**config.mk**
```make
export PLATFORM = sky130hd
export DESIGN_NAME = ibex_wb_queue
export DESIGN_NICKNAME = d
export VERILOG_FILES = /design/src/rtl/ibex_pkg.sv /design/src/rtl/ibex_wb_fwd_lookup.sv /design/src/rtl/ibex_wb_queue.sv
export SDC_FILE = /design/constraint.sdc
export NUM_CORES = 1
export LEC_CHECK = 0
export BUFFER_PORTS_ARGS = -buffer_cell sky130_fd_sc_hd__buf_2
export CORE_MARGIN = 5
export CORE_UTILIZATION = 45
export CTS_CLUSTER_SIZE = 16
export DETAILED_ROUTE_END_ITERATION = 8
export PLACE_DENSITY = 0.77
export SETUP_SLACK_MARGIN = 0.1
export SYNTH_ARGS = -nofsm -noshare
export SYNTH_HDL_FRONTEND = slang
export SYNTH_SLANG_ARGS = --single-unit
```
**constraint.sdc**
```tcl
create_clock -name clk_i -period 7.4 [get_ports clk_i]
set_input_delay 0.37 -clock clk_i [delete_from_list [all_inputs] [get_ports clk_i]]
set_output_delay 0.37 -clock clk_i [all_outputs]
set_load 0.005 [all_outputs]
```
**src/rtl/ibex_pkg.sv**
```systemverilog
// rtl/ibex_pkg.sv - shared types and helpers for the multi-entry writeback queue
//
// Purpose: writeback instruction type, queue entry layout and the age-order
// index helpers shared by the queue and its forwarding lookup.
// Ports: none (package).

package ibex_pkg;

  // Entry data is sized for the widest FP register file so that one entry
  // layout serves both FpuWidth=32 and FpuWidth=64 builds.
  localparam int FPU_WIDTH_MAX = 64;

  typedef enum logic [1:0] {
    WB_INSTR_LOAD  = 2'd0,
    WB_INSTR_STORE = 2'd1,
    WB_INSTR_OTHER = 2'd2
  } wb_instr_type_e;

  typedef struct packed {
    logic                     valid;
    wb_instr_type_e           instr_type;
    logic [31:0]              pc;
    logic                     compressed;
    logic                     perf;
    logic [4:0]               waddr;
    logic                     rf_we;
    logic                     fp_we;
    logic                     fp_load;
    logic [FPU_WIDTH_MAX-1:0] data;
    logic                     done;
    logic                     err;
  } wb_entry_t;

  // Physical slot of the entry that is 'age' positions younger than head.
  // Depth need not be a power of two, so wrap explicitly.
  function automatic int wb_age_idx(input int head, input int age, input int depth);
    int slot;
    slot = head + age;
    if (slot >= depth) begin
      slot = slot - depth;
    end
    return slot;
  endfunction

  // An entry targets the integer RF either explicitly or as an integer load.
  function automatic logic wb_writes_int(input wb_entry_t e);
    return e.rf_we | ((e.instr_type == WB_INSTR_LOAD) & ~e.fp_load);
  endfunction

endpackage

```
**src/rtl/ibex_wb_fwd_lookup.sv**
```systemverilog
// rtl/ibex_wb_fwd_lookup.sv - youngest-match forwarding and load-hazard search for one read port
//
// Purpose: scan the queue in age order and report whether the youngest entry
// writing 'raddr' into the integer RF can forward its data, or is a load whose
// data has not arrived yet.
// Ports:
//   entries    in   queue storage (all slots)
//   head       in   slot of the oldest entry
//   raddr      in   ID read address (x0 never matches)
//   fwd_valid  out  forwarding data available
//   fwd_data   out  forwarded data (0 when fwd_valid=0)
//   hazard     out  youngest match is a load still awaiting its response

module ibex_wb_fwd_lookup
  import ibex_pkg::*;
#(
  parameter int Depth = 2,
  parameter int PtrW  = 1
) (
  input  wb_entry_t       entries [Depth],
  input  logic [PtrW-1:0] head,
  input  logic [4:0]      raddr,
  output logic            fwd_valid,
  output logic [31:0]     fwd_data,
  output logic            hazard
);

  logic      hit;
  wb_entry_t hit_entry;
  wb_entry_t cur;
  logic      hit_is_load;
  logic      unused_fields;

  // Walk oldest to youngest; a later match overwrites an earlier one, so the
  // youngest writer shadows any older ones.
  always_comb begin
    hit           = 1'b0;
    hit_entry     = '0;
    cur           = '0;
    unused_fields = 1'b0;
    for (int i = 0; i < Depth; i++) begin
      cur = entries[PtrW'(wb_age_idx(int'(head), i, Depth))];
      unused_fields = unused_fields ^ (^{cur.pc, cur.compressed, cur.perf, cur.fp_we,
                                         cur.data[FPU_WIDTH_MAX-1:32]});
      if (cur.valid && (raddr != 5'd0) && (cur.waddr == raddr) && wb_writes_int(cur)) begin
        hit       = 1'b1;
        hit_entry = cur;
      end
    end
  end

  assign hit_is_load = (hit_entry.instr_type == WB_INSTR_LOAD);

  // A load that completed with an error never writes the RF, so it neither
  // forwards nor stalls; it still shadows older writers of the same register.
  always_comb begin
    fwd_valid = 1'b0;
    fwd_data  = '0;
    hazard    = 1'b0;
    if (hit) begin
      if (!hit_is_load || (hit_entry.done && !hit_entry.err)) begin
        fwd_valid = 1'b1;
        fwd_data  = hit_entry.data[31:0];
      end else if (!hit_entry.done) begin
        hazard = 1'b1;
      end
    end
  end

endmodule

```
**src/rtl/ibex_wb_queue.sv**
```systemverilog
// rtl/ibex_wb_queue.sv - multi-entry in-order writeback queue with out-of-place LSU completion
//
// Purpose: holds up to Depth instructions between ID/EX and the register
// files. LSU responses complete the oldest pending load/store wherever it sits;
// the head retires in order, one per cycle, writing the integer or FP RF.
// Ports:
//   clk_i, rst_i                       clock, synchronous active-high reset
//   en_wb_i .. fp_load_i               enqueue interface from ID/EX
//   lsu_resp_valid_i/err_i, rf_wdata_lsu_i   LSU response
//   rf_raddr_a_i/b_i                   ID read addresses
//   ready_wb_o                         queue accepts an instruction this cycle
//   fwd_*, hazard_*                    per-port forwarding / load hazard
//   outstanding_load/store_wb_o        pending LSU work in the queue
//   pc_wb_o, instr_done_wb_o, perf_*   head PC and retire reporting
//   rf_*_wb_o, fp_rf_*_wb_o            integer / FP write ports
//   occupancy_o                        valid entry count

module ibex_wb_queue
  import ibex_pkg::*;
#(
  parameter int   Depth    = 2,
  parameter bit   FpuEn    = 1'b1,
  parameter int   FpuWidth = 32
) (
  input  logic                         clk_i,
  input  logic                         rst_i,
  input  logic                         en_wb_i,
  input  logic [1:0]                   instr_type_wb_i,
  input  logic [31:0]                  pc_id_i,
  input  logic                         instr_is_compressed_id_i,
  input  logic                         instr_perf_count_id_i,
  input  logic [4:0]                   rf_waddr_id_i,
  input  logic [31:0]                  rf_wdata_id_i,
  input  logic                         rf_we_id_i,
  input  logic                         fp_rf_we_id_i,
  input  logic [FpuWidth-1:0]          fp_rf_wdata_id_i,
  input  logic                         fp_load_i,
  input  logic                         lsu_resp_valid_i,
  input  logic                         lsu_resp_err_i,
  input  logic [31:0]                  rf_wdata_lsu_i,
  input  logic [4:0]                   rf_raddr_a_i,
  input  logic [4:0]                   rf_raddr_b_i,
  output logic                         ready_wb_o,
  output logic                         fwd_valid_a_o,
  output logic                         fwd_valid_b_o,
  output logic [31:0]                  fwd_data_a_o,
  output logic [31:0]                  fwd_data_b_o,
  output logic                         hazard_a_o,
  output logic                         hazard_b_o,
  output logic                         outstanding_load_wb_o,
  output logic                         outstanding_store_wb_o,
  output logic [31:0]                  pc_wb_o,
  output logic                         instr_done_wb_o,
  output logic                         perf_instr_ret_wb_o,
  output logic                         perf_instr_ret_compressed_wb_o,
  output logic                         rf_we_wb_o,
  output logic [4:0]                   rf_waddr_wb_o,
  output logic [31:0]                  rf_wdata_wb_o,
  output logic                         fp_rf_we_wb_o,
  output logic [4:0]                   fp_rf_waddr_wb_o,
  output logic [FpuWidth-1:0]          fp_rf_wdata_wb_o,
  output logic [$clog2(Depth+1)-1:0]   occupancy_o
);

  localparam int PtrW = (Depth > 1) ? $clog2(Depth) : 1;
  localparam int CntW = $clog2(Depth + 1);

  wb_entry_t       entries_q [Depth];
  logic [PtrW-1:0] head_q;
  logic [PtrW-1:0] tail_q;
  logic [CntW-1:0] count_q;

  wb_entry_t       head_e;
  wb_entry_t       new_entry;
  wb_entry_t       scan_e;
  logic            resp_found;
  logic [PtrW-1:0] resp_idx;
  logic            resp_fire;
  logic            head_is_target;
  logic            head_is_load;
  logic            retire;
  logic            enq;
  logic            ret_err;
  logic [FPU_WIDTH_MAX-1:0] ret_data;
  logic            int_we;
  logic            fp_we;
  logic            unused_data;

  function automatic logic [PtrW-1:0] ptr_inc(input logic [PtrW-1:0] p);
    return (p == PtrW'(Depth - 1)) ? '0 : p + PtrW'(1);
  endfunction

  assign head_e = entries_q[head_q];

  // Oldest pending load/store: scan youngest to oldest so the oldest hit wins.
  always_comb begin
    resp_found = 1'b0;
    resp_idx   = '0;
    scan_e     = '0;
    for (int i = Depth - 1; i >= 0; i--) begin
      scan_e = entries_q[PtrW'(wb_age_idx(int'(head_q), i, Depth))];
      if (scan_e.valid && (scan_e.instr_type != WB_INSTR_OTHER) && !scan_e.done) begin
        resp_found = 1'b1;
        resp_idx   = PtrW'(wb_age_idx(int'(head_q), i, Depth));
      end
    end
  end

  assign resp_fire      = lsu_resp_valid_i & resp_found;
  assign head_is_target = resp_fire & (resp_idx == head_q);
  assign head_is_load   = (head_e.instr_type == WB_INSTR_LOAD);
  assign retire         = head_e.valid & (head_e.done | head_is_target);

  // When the head completes in this same cycle its stored fields are stale;
  // take error and load data straight from the LSU.
  assign ret_err  = head_is_target ? lsu_resp_err_i : head_e.err;
  assign ret_data = (head_is_target && head_is_load) ? {32'b0, rf_wdata_lsu_i} : head_e.data;

  assign ready_wb_o = (count_q < CntW'(Depth)) | retire;
  assign enq        = en_wb_i & ready_wb_o;

  always_comb begin
    new_entry            = '0;
    new_entry.valid      = 1'b1;
    new_entry.instr_type = wb_instr_type_e'(instr_type_wb_i);
    new_entry.pc         = pc_id_i;
    new_entry.compressed = instr_is_compressed_id_i;
    new_entry.perf       = instr_perf_count_id_i;
    new_entry.waddr      = rf_waddr_id_i;
    new_entry.rf_we      = rf_we_id_i;
    new_entry.fp_we      = fp_rf_we_id_i & FpuEn;
    new_entry.fp_load    = fp_load_i;
    new_entry.done       = (instr_type_wb_i == WB_INSTR_OTHER);
    if (fp_rf_we_id_i && FpuEn) begin
      new_entry.data[FpuWidth-1:0] = fp_rf_wdata_id_i;
    end else begin
      new_entry.data[31:0] = rf_wdata_id_i;
    end
  end

  always_ff @(posedge clk_i) begin
    if (rst_i) begin
      head_q  <= '0;
      tail_q  <= '0;
      count_q <= '0;
      for (int i = 0; i < Depth; i++) begin
        entries_q[i].valid <= 1'b0;
        entries_q[i].done  <= 1'b0;
      end
    end else begin
      assert (!(lsu_resp_valid_i && !resp_found));
      if (resp_fire) begin
        entries_q[resp_idx].done <= 1'b1;
        entries_q[resp_idx].err  <= lsu_resp_err_i;
        if (entries_q[resp_idx].instr_type == WB_INSTR_LOAD) begin
          entries_q[resp_idx].data <= {32'b0, rf_wdata_lsu_i};
        end
      end
      if (retire) begin
        entries_q[head_q].valid <= 1'b0;
        entries_q[head_q].done  <= 1'b0;
        head_q                  <= ptr_inc(head_q);
      end
      // Last so that a full-queue enqueue into the just-retired slot wins.
      if (enq) begin
        entries_q[tail_q] <= new_entry;
        tail_q            <= ptr_inc(tail_q);
      end
      count_q <= count_q + CntW'(enq) - CntW'(retire);
    end
  end

  assign int_we = head_e.rf_we | (head_is_load & ~head_e.fp_load & ~ret_err);
  assign fp_we  = head_e.fp_we | (head_is_load & head_e.fp_load & ~ret_err);

  assign instr_done_wb_o                = retire;
  assign pc_wb_o                        = head_e.valid ? head_e.pc : 32'b0;
  assign perf_instr_ret_wb_o            = retire & head_e.perf & ~ret_err;
  assign perf_instr_ret_compressed_wb_o = retire & head_e.perf & ~ret_err & head_e.compressed;
  assign rf_we_wb_o                     = retire & int_we;
  assign rf_waddr_wb_o                  = retire ? head_e.waddr : 5'b0;
  assign rf_wdata_wb_o                  = retire ? ret_data[31:0] : 32'b0;
  assign fp_rf_we_wb_o                  = FpuEn & retire & fp_we;
  assign fp_rf_waddr_wb_o               = (FpuEn && retire) ? head_e.waddr : 5'b0;
  assign fp_rf_wdata_wb_o               = (FpuEn && retire) ? ret_data[FpuWidth-1:0] : '0;
  assign occupancy_o                    = count_q;
  assign unused_data                    = ^ret_data;

  always_comb begin
    outstanding_load_wb_o  = 1'b0;
    outstanding_store_wb_o = 1'b0;
    for (int i = 0; i < Depth; i++) begin
      if (entries_q[i].valid && !entries_q[i].done) begin
        if (entries_q[i].instr_type == WB_INSTR_LOAD) begin
          outstanding_load_wb_o = 1'b1;
        end
        if (entries_q[i].instr_type == WB_INSTR_STORE) begin
          outstanding_store_wb_o = 1'b1;
        end
      end
    end
  end

  ibex_wb_fwd_lookup #(
    .Depth (Depth),
    .PtrW  (PtrW)
  ) u_fwd_a (
    .entries   (entries_q),
    .head      (head_q),
    .raddr     (rf_raddr_a_i),
    .fwd_valid (fwd_valid_a_o),
    .fwd_data  (fwd_data_a_o),
    .hazard    (hazard_a_o)
  );

  ibex_wb_fwd_lookup #(
    .Depth (Depth),
    .PtrW  (PtrW)
  ) u_fwd_b (
    .entries   (entries_q),
    .head      (head_q),
    .raddr     (rf_raddr_b_i),
    .fwd_valid (fwd_valid_b_o),
    .fwd_data  (fwd_data_b_o),
    .hazard    (hazard_b_o)
  );

endmodule

```
== Word-level counts from Yosys, hierarchy flattened ==
Cells that the tools add are included.
W data, S select, Z words.
Storage, ports and cells
  flip-flop bits (word level): 226
  bits of input ports: 155
Cells by class
  $add $sub $neg: 7
  magnitude comparators: 11
  eq/ne operators: 10
  mux-type cells: 78
  bitwise logic cells: 30
  reductions and logical operators: 44
Operators by type and width (count)
  $bwmux W222: 6
  $mux W222: 6
  $mux W111: 9
  $mux W110: 7
  $demux W111 S1: 6
  $mux W32: 8
  $mux W66: 1
  $mux W1: 32
  $logic_and A1 B1 Y1: 24
  $eq A5 B5 Y1: 4
  $logic_not A2 Y1: 8
  $and A1 B1 Y1: 15
  $reduce_bool A5 Y1: 2
  $ge A2 B2 Y1 const B: 4
  $logic_not A1 Y1: 8
  $ge A1 B2 Y1 const B: 3
  $lt A2 B1 Y1 const B: 3
  $not A1 Y1: 6
  $not A1 Y2: 3
  $or A1 B1 Y1: 6
  $mux W5: 1
  $eq A2 B1 Y1 const B: 2
  $mux W2: 2
  $ne A2 B2 Y1 const B: 2
  9 further kinds: 12

== Longest topological paths before layout ==
  word-level depth: 29
  depth in mapped cells: 10
  gate-level depth less buffers: 8

== By module ==
From an unflattened synthesis, not the netlist that was laid out.
Second synthesis, totals
  cells, all modules: 1080
  area, all modules: 13063.8 sq um
By module, submodules not included
  ibex_wb_queue: instances 1, cells an instance 900, area an instance 11677.4 sq um, sequential area each 6706.4 sq um
  ibex_wb_fwd_lookup: instances 2, cells an instance 90, area an instance 693.2 sq um, sequential area each 0.0 sq um

== Least setup slack after synthesis ==
No wires, ideal clock.
  path type: register -> register
  start point: register entries_q[221] (netlist name)
  end point: register entries_q[177] (netlist name) (enable)
  data arrival time: 3.293 ns
  required time: 6.954 ns
  slack: 3.662 ns
  cell stages (with the launch flop): 8
  clock period less this slack: 3.738 ns
  cells stage by stage: dfxtp_1 -> and3b_1 -> buf_4 -> a211oi_2 -> or3_1 -> buf_6 -> buf_6 -> nor2_1
RTL lines
  end signal, assigned by index: RTL line ibex_wb_queue.sv:166  | entries_q[tail_q] <= new_entry;
  end, declared: RTL line ibex_wb_queue.sv:68  | wb_entry_t entries_q [Depth];

== Worst setup path in the final report ==
  start point: register head_q
  end point: output fp_rf_wdata_wb_o[7]
On the way
  longest elaborated chain between the ends: 10
  elaborated cells on any way between the ends: 21
Ends and longest elaborated chain
  start, declared: RTL line ibex_wb_queue.sv:69  | logic [PtrW-1:0] head_q;
  start signal, assigned: RTL line ibex_wb_queue.sv:162  | head_q <= ptr_inc(head_q);
  $add A1 B1 Y2: RTL line ibex_pkg.sv:38  | slot = head + age;
  $ge A2 B2 Y1 / $sub A1 B1 Y1 (equally long branches)
  $mux W1
  $mux W1 (2 in a row): RTL line ibex_wb_queue.sv:102  | if (scan_e.valid && (scan_e.instr_type != WB_INSTR_OTHER) && !scan_e.done) begin
  $eq A1 B1 Y1: RTL line ibex_wb_queue.sv:110  | assign head_is_target = resp_fire & (resp_idx == head_q);
  $and A1 B1 Y1: RTL line ibex_wb_queue.sv:110
  $or A1 B1 Y1 / $logic_and A1 B1 Y1 (equally long branches): RTL line ibex_wb_queue.sv:112, ibex_wb_queue.sv:117
  $and A1 B1 Y1 / $mux W32 (equally long branches): RTL line ibex_wb_queue.sv:112, ibex_wb_queue.sv:117
  $mux W32 *: RTL line ibex_wb_queue.sv:185  | assign fp_rf_wdata_wb_o = (FpuEn && retire) ? ret_data[FpuWidth-1:0] : '0;
  end, declared: RTL line ibex_wb_queue.sv:61  | output logic [FpuWidth-1:0] fp_rf_wdata_wb_o,
Mark *: on every way between the ends. The rest lies on a longest branch, timed or not. The select of a mux whose other input is x is not followed.

==> qor.txt <==
FMAX: 257.8 MHz
CTS H-tree lvls: 4
Worst Slack Setup Final: 3.520 ns
Fin cells: 1419
Top delay family on crit path: buffers and inverters
Int Power: 0.001814 W
Slew headroom: 0.2646
Most frequent cells in the layout: buf_2 (338), mux2i_1 (238), edfxtp_1 (154)
Clock transition at the registers of the reported paths: 0.07 ns
Post-Syn Nets: 1010
Worst path required time: 7.03 ns
Maximum vdd drop: 0.1597 mV
Leak: 5.622 nW
Num rows: 54
Routed Antenna Nets: 0
# resized after CTS: 0
CTS tree: done
Hold crit path type: in2reg
Yosys cell types: 49
Cells after Synth: 854
Drt total wl: 27950 um
Worst-Margin Slew: 1.103 ns
Final setup fails: 0
Root Driver: clkbuf_16
Power Density: 208.8 nW/um2
WP buf/inv: 3
WS Path Type: reg2out
Ys Warns: 0
Vias/cell: 5.317
DRT iter0 DRCs: 430
Clk_lat worst skew: 0.42 ns
Most Frequent Cell on Critical Path: buf_4
Dpl ws: 3.790 ns
Post-route clock skew: 0.01334 ns
# port buffers: 338
Initial antenna violation count: 1
Cells after DPL: 1388
Status: complete, no violations
Vias: 7545
Slowest stage delay, CP: 1.01 ns
CTS Sinks: 162
Chip width: 159.5 um
Core ar.: 21890 um2
CP max FO: 60
Fin. max-slew vios: 0
Setup crit start kind: flip-flop
Post-synthesis sequential area ratio: 0.4760
Worst r2r path cells: 7
Total setup buffers inserted after CTS: 0
Area Growth Syn to Fin: 20.89%
RSZ-0062 raised after global routing: no
WP depth: 6
CP endpoint: fp_rf_wdata_wb_o[7]
Crit share post-route: 0.5243
Post-Syn Area: 10050 um2
Setup_tns: 0 ns
Sw frac: 0.2854
Tmin final: 3.880 ns
HPWL Detailed: 19880 um
Total Die Area: 25430 um2
Largest net degree at the start of global routing: 69
Reg2reg setup slack: 3.82 ns
Crit-path cells: mux2i_4, buf_4, or2_2, buf_4, a211oi_1, buf_2
First-pass GRT wire length: 43820 um
Critical-path top delay cell: dfxtp_4
Switching power: 0.0007243 W
Layout cells sized above 1: 0.3670
Starting density of the core: 0.4592
Congestion Overflow GR: 0
Clock share of power: 0.337
Crit. End Element: output port
Worst r2r src: head_q$_SDFFE_PP0N_
CTS buffer count: 17
Final Hold Fails: 0
Tot GR Track Use: 0.2144
Reg power frac: 0.470
Number of global-route vias before repair: 7872
Post-Syn Area per Cell: 11.77 um2
DRC viols: 0
Nets: 1283
N_diodes: 0
Die Y: 159.5 um
Synthesis-stage register bit count: 162
Combinational power share: 0.193
CP startpoint: head_q$_SDFFE_PP0N_
Clock tree buffer depth: 2
Most common cell after layout, fill and taps aside: buf_2
Hold_ws: 0.2314 ns
Router iterations before antenna repair: 5
Max-cap viol count: 0
WP data arrival: 3.51 ns
Worst r2r dst: entries_q[179]$_DFFE_PP_
Hold-fix buffers, CTS: 0
Placer Congestion: 0.8243
Routed len/inst: 19.69 um
IO Pins: 339
==> how the worst min path moves through the flow <==
| stage | startpoint | to | slack (ns) | cells after the start |
|---|---|---|---|---|
| final | pc_id_i[24] | entries_q[211]$_DFFE_PP_ | 0.23 | 2 |
| after global routing | pc_id_i[14] | entries_q[201]$_DFFE_PP_ | 0.22 | 2 |
| after CTS | pc_id_i[24] | entries_q[211]$_DFFE_PP_ | 0.21 | 2 |
| after detailed placement | entries_q[110]$_SDFF_PP0_ | entries_q[110]$_SDFF_PP0_ | 0.54 | 2 |
| after global placement | entries_q[110]$_SDFF_PP0_ | entries_q[110]$_SDFF_PP0_ | 0.54 | 2 |
| after floorplan | entries_q[110]$_SDFF_PP0_ | entries_q[110]$_SDFF_PP0_ | 0.48 | 2 |
==> sequential cells by signal, indices dropped and copies added, names as in the netlist <==
signal       cells
entries_q      158
occupancy_o      2
tail_q           1
head_q           1
==> cell usage after synthesis (all sizes together) <==
cell type / count / area (um2)
a211o: 2 / 17.52
a211oi: 37 / 352.8
a21bo: 1 / 10.01
a21boi: 1 / 7.510
a21oi: 12 / 63.81
a221o: 1 / 10.01
and2: 150 / 938.4
and3: 1 / 6.260
and3b: 1 / 8.760
buf: 78 / 619.3
clkbuf: 21 / 78.83
dfxtp: 8 / 160.2
edfxtp: 154 / 4624
ha: 1 / 12.51
inv: 7 / 26.28
mux2: 2 / 22.52
mux2i: 239 / 2392
nand2: 6 / 22.52
nand2b: 3 / 21.27
nand3: 4 / 20.02
nand3b: 1 / 7.510
nand4: 2 / 12.51
nor2: 77 / 289.0
nor2b: 3 / 18.77
nor3: 7 / 51.30
nor4: 1 / 6.260
o211ai: 3 / 22.52
o21ai: 6 / 30.03
o221ai: 1 / 8.760
o31ai: 1 / 7.510
o32ai: 2 / 17.52
o41ai: 2 / 17.52
or2: 3 / 18.77
or2b: 1 / 7.510
or3: 3 / 18.77
or3b: 1 / 8.760
or4: 2 / 15.01
xnor2: 8 / 70.07
xor2: 1 / 8.760
==> power groups by stage <==
stage / Sequential [W] / Clock [W] / Combinational [W]
floorplan: 0.00118 / 0 / 0.000350
global placement: 0.00121 / 0 / 0.000485
detailed placement: 0.00121 / 0 / 0.000495
CTS: 0.00119 / 0.000879 / 0.000497
global route: 0.00120 / 0.000912 / 0.000542
finish: 0.00119 / 0.000856 / 0.000490
==> through the flow <==
step	utilization	instance area, um2	total power (W)
detailed placement	0.5290	11580	0.001706
global route	0.5551	12150	0.002657
global placement	0.5290	11580	0.001691
CTS	0.5551	12150	0.002567
finish	0.5551	12150	0.002538
floorplan	-	10050	0.001530
==> cell families after synthesis <==
| group | count (synthesis) | synth area share |
|---|---|---|
| and+or+nand+nor | 266 | 0.1464 |
| muxes | 241 | 0.2402 |
| DFF | 162 | 0.4760 |
| buffers and inverters | 106 | 0.07207 |
| AOI/OAI and AO/OA | 69 | 0.05626 |
| xor gates and xnor gates | 9 | 0.007842 |
| adders and majority gates | 1 | 0.001245 |
==> metal layers <==
layer / global-route usage / wire [um] / vias to the layer above
met5: 0 / 13 / -
li1: - / - / 3590
met2: 0.3770 / 13950 / 335
met1: 0.2646 / 11390 / 3589
met4: 0.05467 / 426 / 2
met3: 0.05177 / 2164 / 29
==> layout make-up <==
class,instances,area (um2)
clock inverters,14,146.4
repair buffers,353,1804
multi-input cells,586,4611
flip-flops and latches,162,4788
well taps,280,350.3
clock buffers,17,425.4
inverters,7,26.28
fillers,1911,9739
Note: power is estimated with default switching activity, not from simulation.
